[src/rtl/vga_frame_analyzer.sv]
// Receive-side timing checker for the VGA generator: measures line/frame length,
// locks on the expected mode and reports background colour plus lit-pixel bounding box.
module vga_frame_analyzer #(
  parameter int H_TOTAL      = 800,
  parameter int V_TOTAL      = 449,
  parameter int H_SYNC_START = 16,
  parameter int V_SYNC_START = 12,
  parameter int H_VIS_START  = 160,
  parameter int V_VIS_START  = 49
) (
  input  logic       pulse25M,
  input  logic       reset,
  input  logic       h_sync,
  input  logic       v_sync,
  input  logic [2:0] red,
  input  logic [2:0] green,
  input  logic [2:0] blue,
  output logic       locked,
  output logic       frame_done,
  output logic       box_found,
  output logic [9:0] box_left,
  output logic [9:0] box_right,
  output logic [8:0] box_top,
  output logic [8:0] box_bottom,
  output logic [8:0] bg_color,
  output logic [1:0] lock_state
);

  typedef enum logic [1:0] {UNLOCKED = 2'd0, ACQ = 2'd1, LOCKED = 2'd2} lock_state_t;

  localparam logic [10:0] H_TOT = 11'(H_TOTAL);
  localparam logic [10:0] V_TOT = 11'(V_TOTAL);
  localparam logic [10:0] H_OFF = 11'(H_SYNC_START);
  localparam logic [10:0] V_OFF = 11'(V_SYNC_START);
  localparam logic [10:0] H_VIS = 11'(H_VIS_START);
  localparam logic [10:0] V_VIS = 11'(V_VIS_START);

  lock_state_t state_q, state_d;
  logic       s_h_q, s_v_q, s_h_prev_q, s_v_prev_q;
  logic [8:0] s_rgb_q;
  logic [9:0] x_q, x_d, y_q, y_d;
  logic       line_err_q, line_err_d, first_h_q, first_h_d, first_v_q, first_v_d;
  logic [8:0] bg_run_q, bg_run_d;
  logic [9:0] min_x_q, min_x_d, max_x_q, max_x_d;
  logic [8:0] min_y_q, min_y_d, max_y_q, max_y_d;
  logic       found_run_q, found_run_d;
  logic       frame_done_q, frame_done_d, box_found_q, box_found_d;
  logic [9:0] box_left_q, box_left_d, box_right_q, box_right_d;
  logic [8:0] box_top_q, box_top_d, box_bottom_q, box_bottom_d;
  logic [8:0] bg_color_q, bg_color_d;

  logic        h_edge, v_edge, x_sat, line_bad, frame_chk, frame_good;
  logic        visible, bg_pix, lit;
  logic [10:0] px_sum, py_sum, px, py;

  // Edge detection works on the registered copies, so the counters and the
  // registered pixel both refer to the same pin edge.
  assign h_edge = s_h_prev_q & ~s_h_q;
  assign v_edge = ~s_v_prev_q & s_v_q;
  assign x_sat  = (x_q == 10'h3FF);

  always_comb begin
    px_sum     = {1'b0, x_q} + H_OFF;
    py_sum     = {1'b0, y_q} + V_OFF;
    px         = (px_sum >= H_TOT) ? px_sum - H_TOT : px_sum;
    py         = (py_sum >= V_TOT) ? py_sum - V_TOT : py_sum;
    line_bad   = h_edge && !first_h_q && (({1'b0, x_q} + 11'd1) != H_TOT);
    frame_chk  = v_edge && !first_v_q;
    frame_good = (({1'b0, y_q} + 11'd1) == V_TOT) && !line_err_q && !line_bad;
    visible    = (px >= H_VIS) && (py >= V_VIS);
    bg_pix     = (px == H_VIS) && (py == V_VIS);
    lit        = visible && !bg_pix && (s_rgb_q != bg_run_q);
  end

  always_comb begin
    state_d = state_q;
    if (x_sat || (line_bad && state_q != UNLOCKED)) begin
      state_d = UNLOCKED;
    end else if (frame_chk) begin
      if (!frame_good) begin
        state_d = UNLOCKED;
      end else begin
        case (state_q)
          UNLOCKED: state_d = ACQ;
          ACQ:      state_d = LOCKED;
          default:  state_d = LOCKED;
        endcase
      end
    end
  end

  always_comb begin
    x_d          = x_q;
    y_d          = y_q;
    line_err_d   = line_err_q;
    first_h_d    = first_h_q;
    first_v_d    = first_v_q;
    bg_run_d     = bg_run_q;
    min_x_d      = min_x_q;
    max_x_d      = max_x_q;
    min_y_d      = min_y_q;
    max_y_d      = max_y_q;
    found_run_d  = found_run_q;
    frame_done_d = 1'b0;
    box_found_d  = box_found_q;
    box_left_d   = box_left_q;
    box_right_d  = box_right_q;
    box_top_d    = box_top_q;
    box_bottom_d = box_bottom_q;
    bg_color_d   = bg_color_q;

    if (h_edge)     x_d = 10'd0;
    else if (!x_sat) x_d = x_q + 10'd1;

    if (v_edge)                        y_d = 10'd0;
    else if (h_edge && y_q != 10'h3FF) y_d = y_q + 10'd1;

    if (h_edge) first_h_d = 1'b0;
    if (v_edge) first_v_d = 1'b0;

    if (v_edge)        line_err_d = 1'b0;
    else if (line_bad) line_err_d = 1'b1;

    if (bg_pix) bg_run_d = s_rgb_q;

    // Report the finished frame before the running box is re-armed.
    if (v_edge && state_q == LOCKED) begin
      frame_done_d = 1'b1;
      box_found_d  = found_run_q;
      bg_color_d   = bg_run_q;
      if (found_run_q) begin
        box_left_d   = min_x_q;
        box_right_d  = max_x_q;
        box_top_d    = min_y_q;
        box_bottom_d = max_y_q;
      end
    end

    if (v_edge) begin
      min_x_d     = 10'h3FF;
      max_x_d     = 10'h000;
      min_y_d     = 9'h1FF;
      max_y_d     = 9'h000;
      found_run_d = 1'b0;
    end else if (lit) begin
      found_run_d = 1'b1;
      if (px[9:0] < min_x_q) min_x_d = px[9:0];
      if (px[9:0] > max_x_q) max_x_d = px[9:0];
      if (py[8:0] < min_y_q) min_y_d = py[8:0];
      if (py[8:0] > max_y_q) max_y_d = py[8:0];
    end
  end

  always_ff @(posedge pulse25M or posedge reset) begin
    if (reset) begin
      state_q      <= UNLOCKED;
      s_h_q        <= 1'b0;
      s_v_q        <= 1'b0;
      s_h_prev_q   <= 1'b0;
      s_v_prev_q   <= 1'b0;
      s_rgb_q      <= 9'h000;
      x_q          <= 10'd0;
      y_q          <= 10'd0;
      line_err_q   <= 1'b0;
      first_h_q    <= 1'b1;
      first_v_q    <= 1'b1;
      bg_run_q     <= 9'h000;
      min_x_q      <= 10'h3FF;
      max_x_q      <= 10'h000;
      min_y_q      <= 9'h1FF;
      max_y_q      <= 9'h000;
      found_run_q  <= 1'b0;
      frame_done_q <= 1'b0;
      box_found_q  <= 1'b0;
      box_left_q   <= 10'd0;
      box_right_q  <= 10'd0;
      box_top_q    <= 9'd0;
      box_bottom_q <= 9'd0;
      bg_color_q   <= 9'h000;
    end else begin
      state_q      <= state_d;
      s_h_q        <= h_sync;
      s_v_q        <= v_sync;
      s_h_prev_q   <= s_h_q;
      s_v_prev_q   <= s_v_q;
      s_rgb_q      <= {red, green, blue};
      x_q          <= x_d;
      y_q          <= y_d;
      line_err_q   <= line_err_d;
      first_h_q    <= first_h_d;
      first_v_q    <= first_v_d;
      bg_run_q     <= bg_run_d;
      min_x_q      <= min_x_d;
      max_x_q      <= max_x_d;
      min_y_q      <= min_y_d;
      max_y_q      <= max_y_d;
      found_run_q  <= found_run_d;
      frame_done_q <= frame_done_d;
      box_found_q  <= box_found_d;
      box_left_q   <= box_left_d;
      box_right_q  <= box_right_d;
      box_top_q    <= box_top_d;
      box_bottom_q <= box_bottom_d;
      bg_color_q   <= bg_color_d;
    end
  end

  assign locked     = (state_q == LOCKED);
  assign lock_state = state_q;
  assign frame_done = frame_done_q;
  assign box_found  = box_found_q;
  assign box_left   = box_left_q;
  assign box_right  = box_right_q;
  assign box_top    = box_top_q;
  assign box_bottom = box_bottom_q;
  assign bg_color   = bg_color_q;

endmodule
[config.mk]
export PLATFORM = sky130hd
export DESIGN_NAME = vga_frame_analyzer
export DESIGN_NICKNAME = d
export VERILOG_FILES = /design/src/rtl/vga_frame_analyzer.sv
export SDC_FILE = /design/constraint.sdc
export NUM_CORES = 1
export LEC_CHECK = 0
export CORE_MARGIN = 5
export CORE_UTILIZATION = 30
export CTS_CLUSTER_SIZE = 24
export DETAILED_ROUTE_END_ITERATION = 10
export GPL_TIMING_DRIVEN = 0
export PLACE_DENSITY = 0.52
export SETUP_SLACK_MARGIN = 0.05
export SLEW_MARGIN = 5
export SYNTH_ARGS = -nofsm -noshare
export SYNTH_HDL_FRONTEND = slang
export SYNTH_SLANG_ARGS = --single-unit
[constraint.sdc]
create_clock -name pulse25M -period 6 [get_ports pulse25M]
set_input_delay 1.5 -clock pulse25M [delete_from_list [all_inputs] [get_ports pulse25M]]
set_output_delay 1.5 -clock pulse25M [all_outputs]
set_load 0.03 [all_outputs]
# After elaboration in Yosys (flattened, before gate mapping)

Index checks and enable logic that the tools add are counted.

Bits of input ports: 13
Memory bits (read-only): 0
Register bits after elaboration: 135
Bits in latches: 0
Memories kept: 0
Memory bits (writable): 0

Multiplexer cells: 27
Add/sub/neg operators: 8
Divide/modulo/power cells: 0
Bitwise logic cells: 4
Magnitude comparators: 8
Eq/ne operators: 9
$mul: 0
Reduce and logical (&&, ||, !) cells: 33
Shifts and indexed selects: 0

Operators with widths:

| operator                                                | number |
|---|---|
| two-way mux 10 bit                                      | 10 |
| two-way mux 9 bit                                       | 6 |
| adder 10 x 1 -> 11 bit, second input constant           | 2 |
| two-way mux 11 bit                                      | 2 |
| adder 10 x 1 -> 10 bit, second input constant           | 2 |
| nonzero test 2 bit                                      | 9 |
| logical AND 1 bit                                       | 12 |
| adder 10 x 4 -> 11 bit, second input constant           | 1 |
| adder 10 x 5 -> 11 bit, second input constant           | 1 |
| equality test 11 x 6 -> 1 bit, second input constant    | 1 |
| equality test 11 x 8 -> 1 bit, second input constant    | 1 |
| equality test 11 x 9 -> 1 bit, second input constant    | 1 |
| >= comparator 11 x 10 -> 1 bit, second input constant   | 1 |
| >= comparator 11 x 6 -> 1 bit, second input constant    | 1 |
| >= comparator 11 x 8 -> 1 bit, second input constant    | 1 |
| >= comparator 11 x 9 -> 1 bit, second input constant    | 1 |
| inequality test 11 x 10 -> 1 bit, second input constant | 1 |
| subtractor 11 x 10 -> 11 bit, second input constant     | 1 |
| subtractor 11 x 9 -> 11 bit, second input constant      | 1 |
| equality test 10 bit, second input constant             | 1 |
| greater-than comparator 10 bit                          | 1 |
| less-than comparator 10 bit                             | 1 |
| inequality test 10 bit, second input constant           | 1 |
| AND reduction 2 bit                                     | 5 |
| 12 further kinds                                        | 25 |

# Depth between registers and ports, before layout

Word-level depth: 10
Gate-level depth with buffers: 22

# Least setup slack after synthesis

Ideal clock, no wire load.

Path type: register -> register
From: register y_q[2]
To: register min_y_q[0]
Buffers on the path: 4
Library setup time: 0.082 ns
Data arrival time: 4.661 ns
Path slack: 1.257 ns
Period minus slack after synthesis: 4.743 ns
Stages on the path, launching flop included: 22
Data required time: 5.918 ns
Cells stage by stage: dfrtp_1 > buf_6 > inv_1 > ha_1 > buf_4 > or3b_1 > a31oi_2 > o22ai_2 > o211ai_4 > buf_6 > and2_1 > xnor2_1 > ha_1 > a21o_1 > a21o_1 > a21oi_1 > nand3_1 > o211a_1 > maj3_2 > a2111oi_4 > buf_6 > mux2_4

Longest elaborated chain between the ends: 10

RTL lines:

| what                                                                                  | RTL line | RTL |
|---|---|---|
| start: declaration                                                                    | 41       | `logic [9:0] x_q, x_d, y_q, y_d;` |
| start signal: assignment                                                              | 188      | `y_q <= y_d;` |
| adder 10 x 4 -> 11 bit *                                                              | 64       | `py_sum = {1'b0, y_q} + V_OFF;` |
| subtractor 11 x 9 -> 11 bit / >= comparator 11 x 9 -> 1 bit (equally long branches)   | 66       | `py = (py_sum >= V_TOT) ? py_sum - V_TOT : py_sum;` |
| two-way mux 11 bit *                                                                  | 66       |  |
| parallel branches: the longest is 7 deep, another holds >= comparator 11 x 6 -> 1 bit | --       |  |
| end signal: assignment                                                                | 195      | `min_y_q <= min_y_d;` |
| end: declaration                                                                      | 45       | `logic [8:0] min_y_q, min_y_d, max_y_q, max_y_d;` |

Mark *: on every way between the ends. The select of a mux whose other input is x is not followed.
A chain may end at the register's enable or synchronous reset.

# Worst setup path after layout

Ends and elaborated chain as after synthesis.

==> metrics.md <==
| Metric | Value |
|---|---|
| CP peak stage delay | `0.44 ns` |
| Nets | `963` |
| Num CTS Buffers | `17` |
| Logic pwr share | `0.100` |
| Unique masters post-synth | `slightly below 90` |
| Post-route ant nets | `0` |
| Max-cap violations | `0` |
| Complex-gate fraction of the synthesized area | `0.168` |
| Crit share post-route | `0.897` |
| Port Buffers | `64` |
| Largest family of logic cells by synthesized area | `compound AO/OA/AOI/OAI gates` |
| Die H | `172 µm` |
| H-Tree Depth | `4` |
| EDFF count, synth | `0` |
| I/O pin cnt | `between 60 and 70` |
| Cells on Worst Hold Path | `0` |
| Placed Area | `9000 µm²` |
| DRT Wirelength | `19.7 mm` |
| Drt drc | `0` |
| Outcome | `completed` |
| Area growth, synth to finish | `21.7%` |
| F_max | `0.186 GHz` |
| Worst-path cell chain | `buf_6 -> inv_1 -> ha_1 -> xor2_1 -> nand3_2 -> o211ai_4 -> o211ai_4 -> buf_6 -> and2_1 -> xnor2_1 -> ha_1 -> a21o_1 -> a21o_1 -> a21oi_1 -> nand3_1 -> o211a_1 -> maj3_2 -> a2111oi_4 -> buf_6 -> mux2_4` |
| Initial core utilization | `0.304` |
| DP Cell Count | `1220` |
| Worst endpoint required time | `6.36 ns` |
| Hold_buf cts | `0` |
| Seq pwr share | `0.414` |
| Cts repair resizes | `0` |
| Skew final | `0.0104 ns` |
| Fillers | `2633` |
| Yosys warns | `0` |
| CTS tree | `built` |
| Syn Inst Count | `820` |
| Slowest CP cell | `dfrtp_1` |
| Syn_area_per_cell | `9.65 µm²` |
| Synth Area in Adders | `0.0755` |
| Clock Power Share | `0.486` |
| Slack of the critical path | `0.617 ns` |
| Antenna violations before repair | `0` |
| First-pass GRT wire length | `32.7 mm` |
| Max Fanout on Critical Path | `10` |
| Max rail drop VDD | `0.000146 V` |
| Vias per cell | `a little under 5` |
| Worst hold path type | `reg2reg` |
| First drt pass iteration count | `6` |
| Largest net degree at the start of global routing | `between 80 and 90` |
| Worst skew pair latency | `0.43 ns` |
| Die width | `about 170 µm` |
| Most common library cell in the layout ignoring fill and taps | `dfrtp_1` |
| Setup violators final | `0` |
| Core ar. | `roughly 26000 µm²` |
| Vias | `6214` |
| CTS Root Cell | `clkbuf_16` |
| P_leak | `0.00427 µW` |
| Net Sw Frac | `0.268` |
| Async set-reset flop share out of synthesis | `1.00` |
| Gr ovfl total | `0` |
| Row Count | `59` |
| Worst EP arrival | `about 5.7 ns` |
| Cell Pwr Density | `240 nW/µm²` |
| Proportion of synthesized area in mux cells | `0.0598` |
| Die ar. | `approximately 30000 µm²` |
| Dominant synthesized flop cell | `dfrtp_1` |
| Synth Net Count | `roughly 880` |
| CP most frequent cell | `buf_6` |
| Synthesized cell area | `7910 µm²` |
| Detailed placer's ending HPWL | `14.5 mm` |
| Worst-path clk slew | `0.06 ns` |
| Clock Path Buffers | `2` |
| Xor and xnor area share after synthesis | `0.0482` |
| Sink Count | `135` |
| # Post-CTS Setup Buffers | `0` |
| Actual slew at the worst max-slew pin | `approximately 0.8 ns` |
| Critical path type | `reg2reg` |
| Fin. max-slew vios | `0` |
| Flops & latches, synth | `135` |
| Fin. Hold Viols | `0` |
| P_int | `1690 µW` |
| ANT cells | `0` |
| Finished Layout Cells | `1252` |
| Final min period | `5.38 ns` |
| RSZ-0062 raised after global routing | `false` |
| Initial DRC Count | `287` |
| Crit. End Element | `register` |
| Register area share after synthesis | `0.430` |
| Wirelength per Cell | `15.8 µm` |
| Commonest cells after routing, fill and taps aside | `dfrtp_1 (114), nand2_1 (84), clkdlybuf4s50_1 (64)` |
| Global-route usage over all layers | `0.138` |
| Net Sw Power | `between 600 and 700 µW` |
| Post-synthesis simple-gate area fraction | `0.160` |
| Max-Slew Margin vs Limit | `0.457` |
| R2r worst-path depth | `20` |
| Placer congestion estimate | `0.841` |
| Layout cell share with drive strength beyond 1 | `0.141` |
| Pre-CTS setup slack | `0.600 ns` |
| Finished Cell Area | `9630 µm²` |
| Final Hold Slack | `between 0.3 and 0.4 ns` |
| Crit path launch type | `register` |
| Number of global-route vias before repair | `roughly 6200` |
-- metrics by stage --
step                      setup TNS (ns)  power, µW   util
after floorplan                        0       1130      -
after global placement           -155.64       1200  0.345
after detailed placement               0       1210  0.346
after CTS                              0       2350  0.371
after global routing                   0       2410  0.371
final                                  0       2310  0.371
-- critical path: cells and delay by family, from the launching register on --
| kind | cells | cell delay [ns] |
|---|---|---|
| AND/OR/NAND/NOR | 3 | 0.49 |
| XOR/XNOR | 2 | 0.80 |
| buffers and inverters | 4 | 0.72 |
| adder cells (fa/ha/maj) | 3 | 0.88 |
| multiplexers | 1 | 0.31 |
| AO/OA/AOI/OAI | 7 | 1.65 |
| flip-flops | 1 | 0.44 |
-- state kept, by name (all words and copies together), names as in the netlist, 10 cells and up --
| name | count |
|---|---|
| box_right | 10 |
| min_x_q | 10 |
| box_left | 10 |
| max_x_q | 10 |
| x_q | 10 |
| y_q | 10 |
-- logic make-up after synthesis --
group / count (synthesis)
AOI/OAI and AO/OA: 190
xor gates and xnor gates: 41
adders and majority gates: 48
buffers and inverters: 108
DFF: 135
muxes: 44
and+or+nand+nor: 254
-- metal layers --
layer / vias to the layer above / wire (µm) / part of all wire / global-route usage
met5: - / 0 / 0 / 0
met4: 0 / 438 / 0.022 / 0.0482
met3: 32 / 1090 / 0.055 / 0.0327
met2: 138 / 8470 / 0.43 / 0.204
met1: 2971 / 9750 / 0.49 / 0.197
li1: 3073 / - / - / -
-- final cells by class --
type / count / area (µm²) / share of cell area
multi-input cells: 577 / 4050 / 0.421
flip-flops and latches: 135 / 3400 / 0.354
repair buffers: 65 / 668 / 0.0694
clock buffers: 18 / 439 / 0.0456
well taps: 335 / 419 / 0.0435
plain buffers: 51 / 241 / 0.0251
inverters: 57 / 219 / 0.0227
clock inverters: 14 / 186 / 0.0194
-- power groups by stage --
stage | clock, µW | sequential, µW | combinational (µW)
5_1_grt | 1190 | 959 | 267
6_report | 1120 | 956 | 231
2_1_floorplan | 0 | 962 | 170
4_1_cts | 1150 | 957 | 235
3_3_place_gp | 0 | 973 | 230
3_5_place_dp | 0 | 973 | 234
-- synth_stat cells (3+ instances only) --
| master | count | area share |
|---|---|---|
| xnor2_2 | 3 | 0.0062 |
| inv_1 | 57 | 0.027 |
| mux2_2 | 22 | 0.031 |
| clkbuf_1 | 29 | 0.014 |
| mux2i_1 | 21 | 0.027 |
| nor2b_1 | 9 | 0.0071 |
| nor3_1 | 20 | 0.013 |
| o21ai_0 | 53 | 0.034 |
| a21o_1 | 10 | 0.0095 |
| nor2_1 | 50 | 0.024 |
| buf_6 | 3 | 0.0043 |
| o221ai_1 | 3 | 0.0033 |
| buf_2 | 16 | 0.010 |
| a211oi_1 | 5 | 0.0047 |
| o22ai_1 | 5 | 0.0040 |
| nand3_1 | 18 | 0.011 |
| a31oi_1 | 12 | 0.0095 |
| o211a_1 | 3 | 0.0038 |
| or2_2 | 5 | 0.0040 |
| and3_1 | 8 | 0.0063 |
| o31ai_1 | 10 | 0.0095 |
| a21oi_1 | 32 | 0.020 |
| nand2_1 | 84 | 0.040 |
| and2_1 | 7 | 0.0055 |
| o21a_1 | 5 | 0.0047 |
| nand2b_1 | 10 | 0.0079 |
| dfstp_2 | 21 | 0.070 |
| ha_1 | 46 | 0.073 |
| nor4_1 | 8 | 0.0063 |
| o211ai_1 | 10 | 0.0095 |
| nand3b_1 | 3 | 0.0028 |
| a211o_1 | 3 | 0.0033 |
| xnor2_1 | 23 | 0.025 |
| xor2_1 | 15 | 0.017 |
| dfrtp_1 | 114 | 0.36 |
| nand4_1 | 17 | 0.013 |
-- path summary, 6_finish.rpt --
kind	from	to	slack [ns]
worst max-delay path	y_q[2]$_DFFE_PP0P_	min_y_q[0]$_DFFE_PP1P_	0.62
worst min-delay path	s_h_q$_DFF_PP0_	s_h_prev_q$_DFF_PP0_	0.40
worst max register to register	y_q[2]$_DFFE_PP0P_	min_y_q[0]$_DFFE_PP1P_	0.62
worst min register to register	s_h_q$_DFF_PP0_	s_h_prev_q$_DFF_PP0_	0.40
max in group asynchronous	reset	min_y_q[5]$_DFFE_PP1P_	3.70
min in group asynchronous	reset	bg_run_q[8]$_DFFE_PP0N_	1.48
(Power assumes the default switching activity.)
==> patch (same flow settings) <==
Put one more register stage on the output `box_right`, cleared by the reset. The value now appears one clock later. The other outputs are not delayed to match.
--- a/src/rtl/vga_frame_analyzer.sv
+++ b/src/rtl/vga_frame_analyzer.sv
@@ -210,7 +210,13 @@
   assign frame_done = frame_done_q;
   assign box_found  = box_found_q;
   assign box_left   = box_left_q;
-  assign box_right  = box_right_q;
+  always_ff @(posedge pulse25M or posedge reset) begin
+    if (reset) begin
+      box_right <= '0;
+    end else begin
+      box_right <= box_right_q;
+    end
+  end
   assign box_top    = box_top_q;
   assign box_bottom = box_bottom_q;
   assign bg_color   = bg_color_q;
Function: no difference found for any inputs over 10 cycles, from zero or initial values and one cycle with reset high; that may be too few to reach the edited logic, so the function may still have changed.
==> patch against the original RTL <==
- total power rose by 0.17%
- first-iteration DRC count is 21% higher
- final area rose by 0.14%
- maximum frequency is 0.94% lower
- count of clock-buffer cells in the layout shrank 1
- wire length is 0.95% higher
- area after synthesis increased by 0.30%
- sequential cell count increased by 10
- worst setup slack worse by 51 ps
- worst hold slack worse by 27 ps
- largest power group unchanged
==> patch: results (changes against the original RTL) <==
status: "completed"  # unchanged
netlist_top_cells_count: "dfrtp_1 (124), nand2_1 (66), inv_1 (58)"  # was dfrtp_1 (114), nand2_1 (84), inv_1 (57)
grt_max_degree: 87  # was 89
drtIter0Drc: 347  # was 287
p_int_uw: 1640  # was 1690 µW
insertion_delay_ps: 440
r2r.worst_path.cells: 22  # was 20
yosysWarningCount: 0  # unchanged
io_buffers: 64  # unchanged
wire_per_inst_um: 16.1  # was 15.8 µm
dp_hpwl_mm: 14.4  # was 14.5 mm
n_fill_cell: 2699  # was 2,633
final_nets: 946  # was 963
min-delay-start: "box_right_q[0]"  # was s_h_q
gp_congestion: 0.811  # was 0.841
track_usage: 0.134  # was 0.138
grt_pass1_wl_mm: 33.1  # was 32.7 mm
r2r-end: "max_y_q[5]"  # was min_y_q[0]
cts_root_buf: "clkbuf_16"  # unchanged
seq_area_frac_synth: 0.461  # was 0.430
antenna_found_initial: 0  # unchanged
cts_buffers: 17  # unchanged
leakage_uw: 0.00431  # was 0.00427 µW
cts_buffer_depth: 2  # unchanged
synth_cell_type_count: 78  # was 88
power_combinational_uw: 205  # was 231 µW
min_to: "box_right[0]"  # was s_h_prev_q
p_switching_uw: 678  # was 619 µW
grt_pass1_vias: 6127  # was 6,225
clock_skew_ps: 15.3  # was 10.4 ps
synth_nets: 862  # was 879
synth_flop_cell: "dfrtp_1"  # unchanged
clk_pin_slew_ps: 70
avgViaCountPerCell: 5.00  # was 4.96
slew_viol_final: 0  # unchanged
pre_cts_slack_ps: 640  # was 600 ps
final.period_utilization: 0.906  # was 0.897
worstMarginPinSlew_ps: 1200  # was 803 ps
htreeDepth: 4  # unchanged
synth_area_leaders: "dfrtp_1 (39%), ha_1 (7.3%), dfstp_2 (7.0%)"  # was dfrtp_1 (36%), ha_1 (7.3%), dfstp_2 (7.0%)
vdd_ir_drop_max_mv: 0.173  # was 0.146 mV
drive_gt1_frac: 0.120  # was 0.141
dr.pass1.iters: 4  # was 6
crit_path_max_fanout: 10  # unchanged
critPathMaxStageDelay_ps: 450
crit_arrival_ps: 5770  # was 5740 ps
critical_path.top_delay_family: "compound AO/OA/AOI/OAI gates"  # unchanged
==> patch: changes by cell type after synthesis, sizes merged, moves of 9 or more <==
cell / before / now
nand3: 19 / 38
o21ai: 56 / 65
mux2i: 21 / 2
dfrtp: 114 / 124
buf: 22 / 13
nand2: 84 / 67
a22o: 0 / 10
==> patch: worst max path at each step <==
stage | to | depth (start not counted)
5_1_grt | max_y_q[4] | 22
3_3_place_gp | max_y_q[2] | 2
6_report | max_y_q[5] | 22
2_1_floorplan | bg_color[0] | 1
3_5_place_dp | max_y_q[5] | 22
4_1_cts | max_y_q[5] | 22
==> patch: layout make-up <==
class	instances	share of cell area
Clock inverter	15	0.0195
Buffer	39	0.0192
Clock buffer	17	0.0441
Timing Repair Buffer	65	0.0693
Inverter	58	0.0234
Multi-Input combinational cell	561	0.402
Sequential cell	145	0.379
Tap cell	335	0.0435
==> patch: metal layers <==
metal,global-route usage,vias up,wire length [µm]
met5,0,-,0
met4,0.0363,0,238
met3,0.0384,19,1130
met2,0.203,117,8750
met1,0.189,2999,9810
li1,-,3036,-
==> patch: through the flow <==
step | cells | hold WS (ps) | setup TNS, ps | utilization | cell area (µm²)
floorplan | 803 | 349 | 0 | - | 7930
global placement | 1202 | 355 | -205820 | 0.345 | 8990
detailed placement | 1203 | 359 | 0 | 0.346 | 9030
CTS | 1235 | 375 | 0 | 0.370 | 9640
global route | 1235 | 385 | 0 | 0.370 | 9640
finish | 1235 | 372 | 0 | 0.370 | 9640
==> patch: logic make-up (layout without fill, tap and decap cells) <==
kind of cell | Yosys count | count (layout) | synth area share
compound gates | 193 | 193 | 0.165
xor+xnor | 47 | 47 | 0.0519
fa+ha+maj | 46 | 46 | 0.0725
buf+inv | 97 | 194 | 0.0508
flops | 145 | 145 | 0.461
mux | 26 | 26 | 0.0366
simple gates | 249 | 249 | 0.162
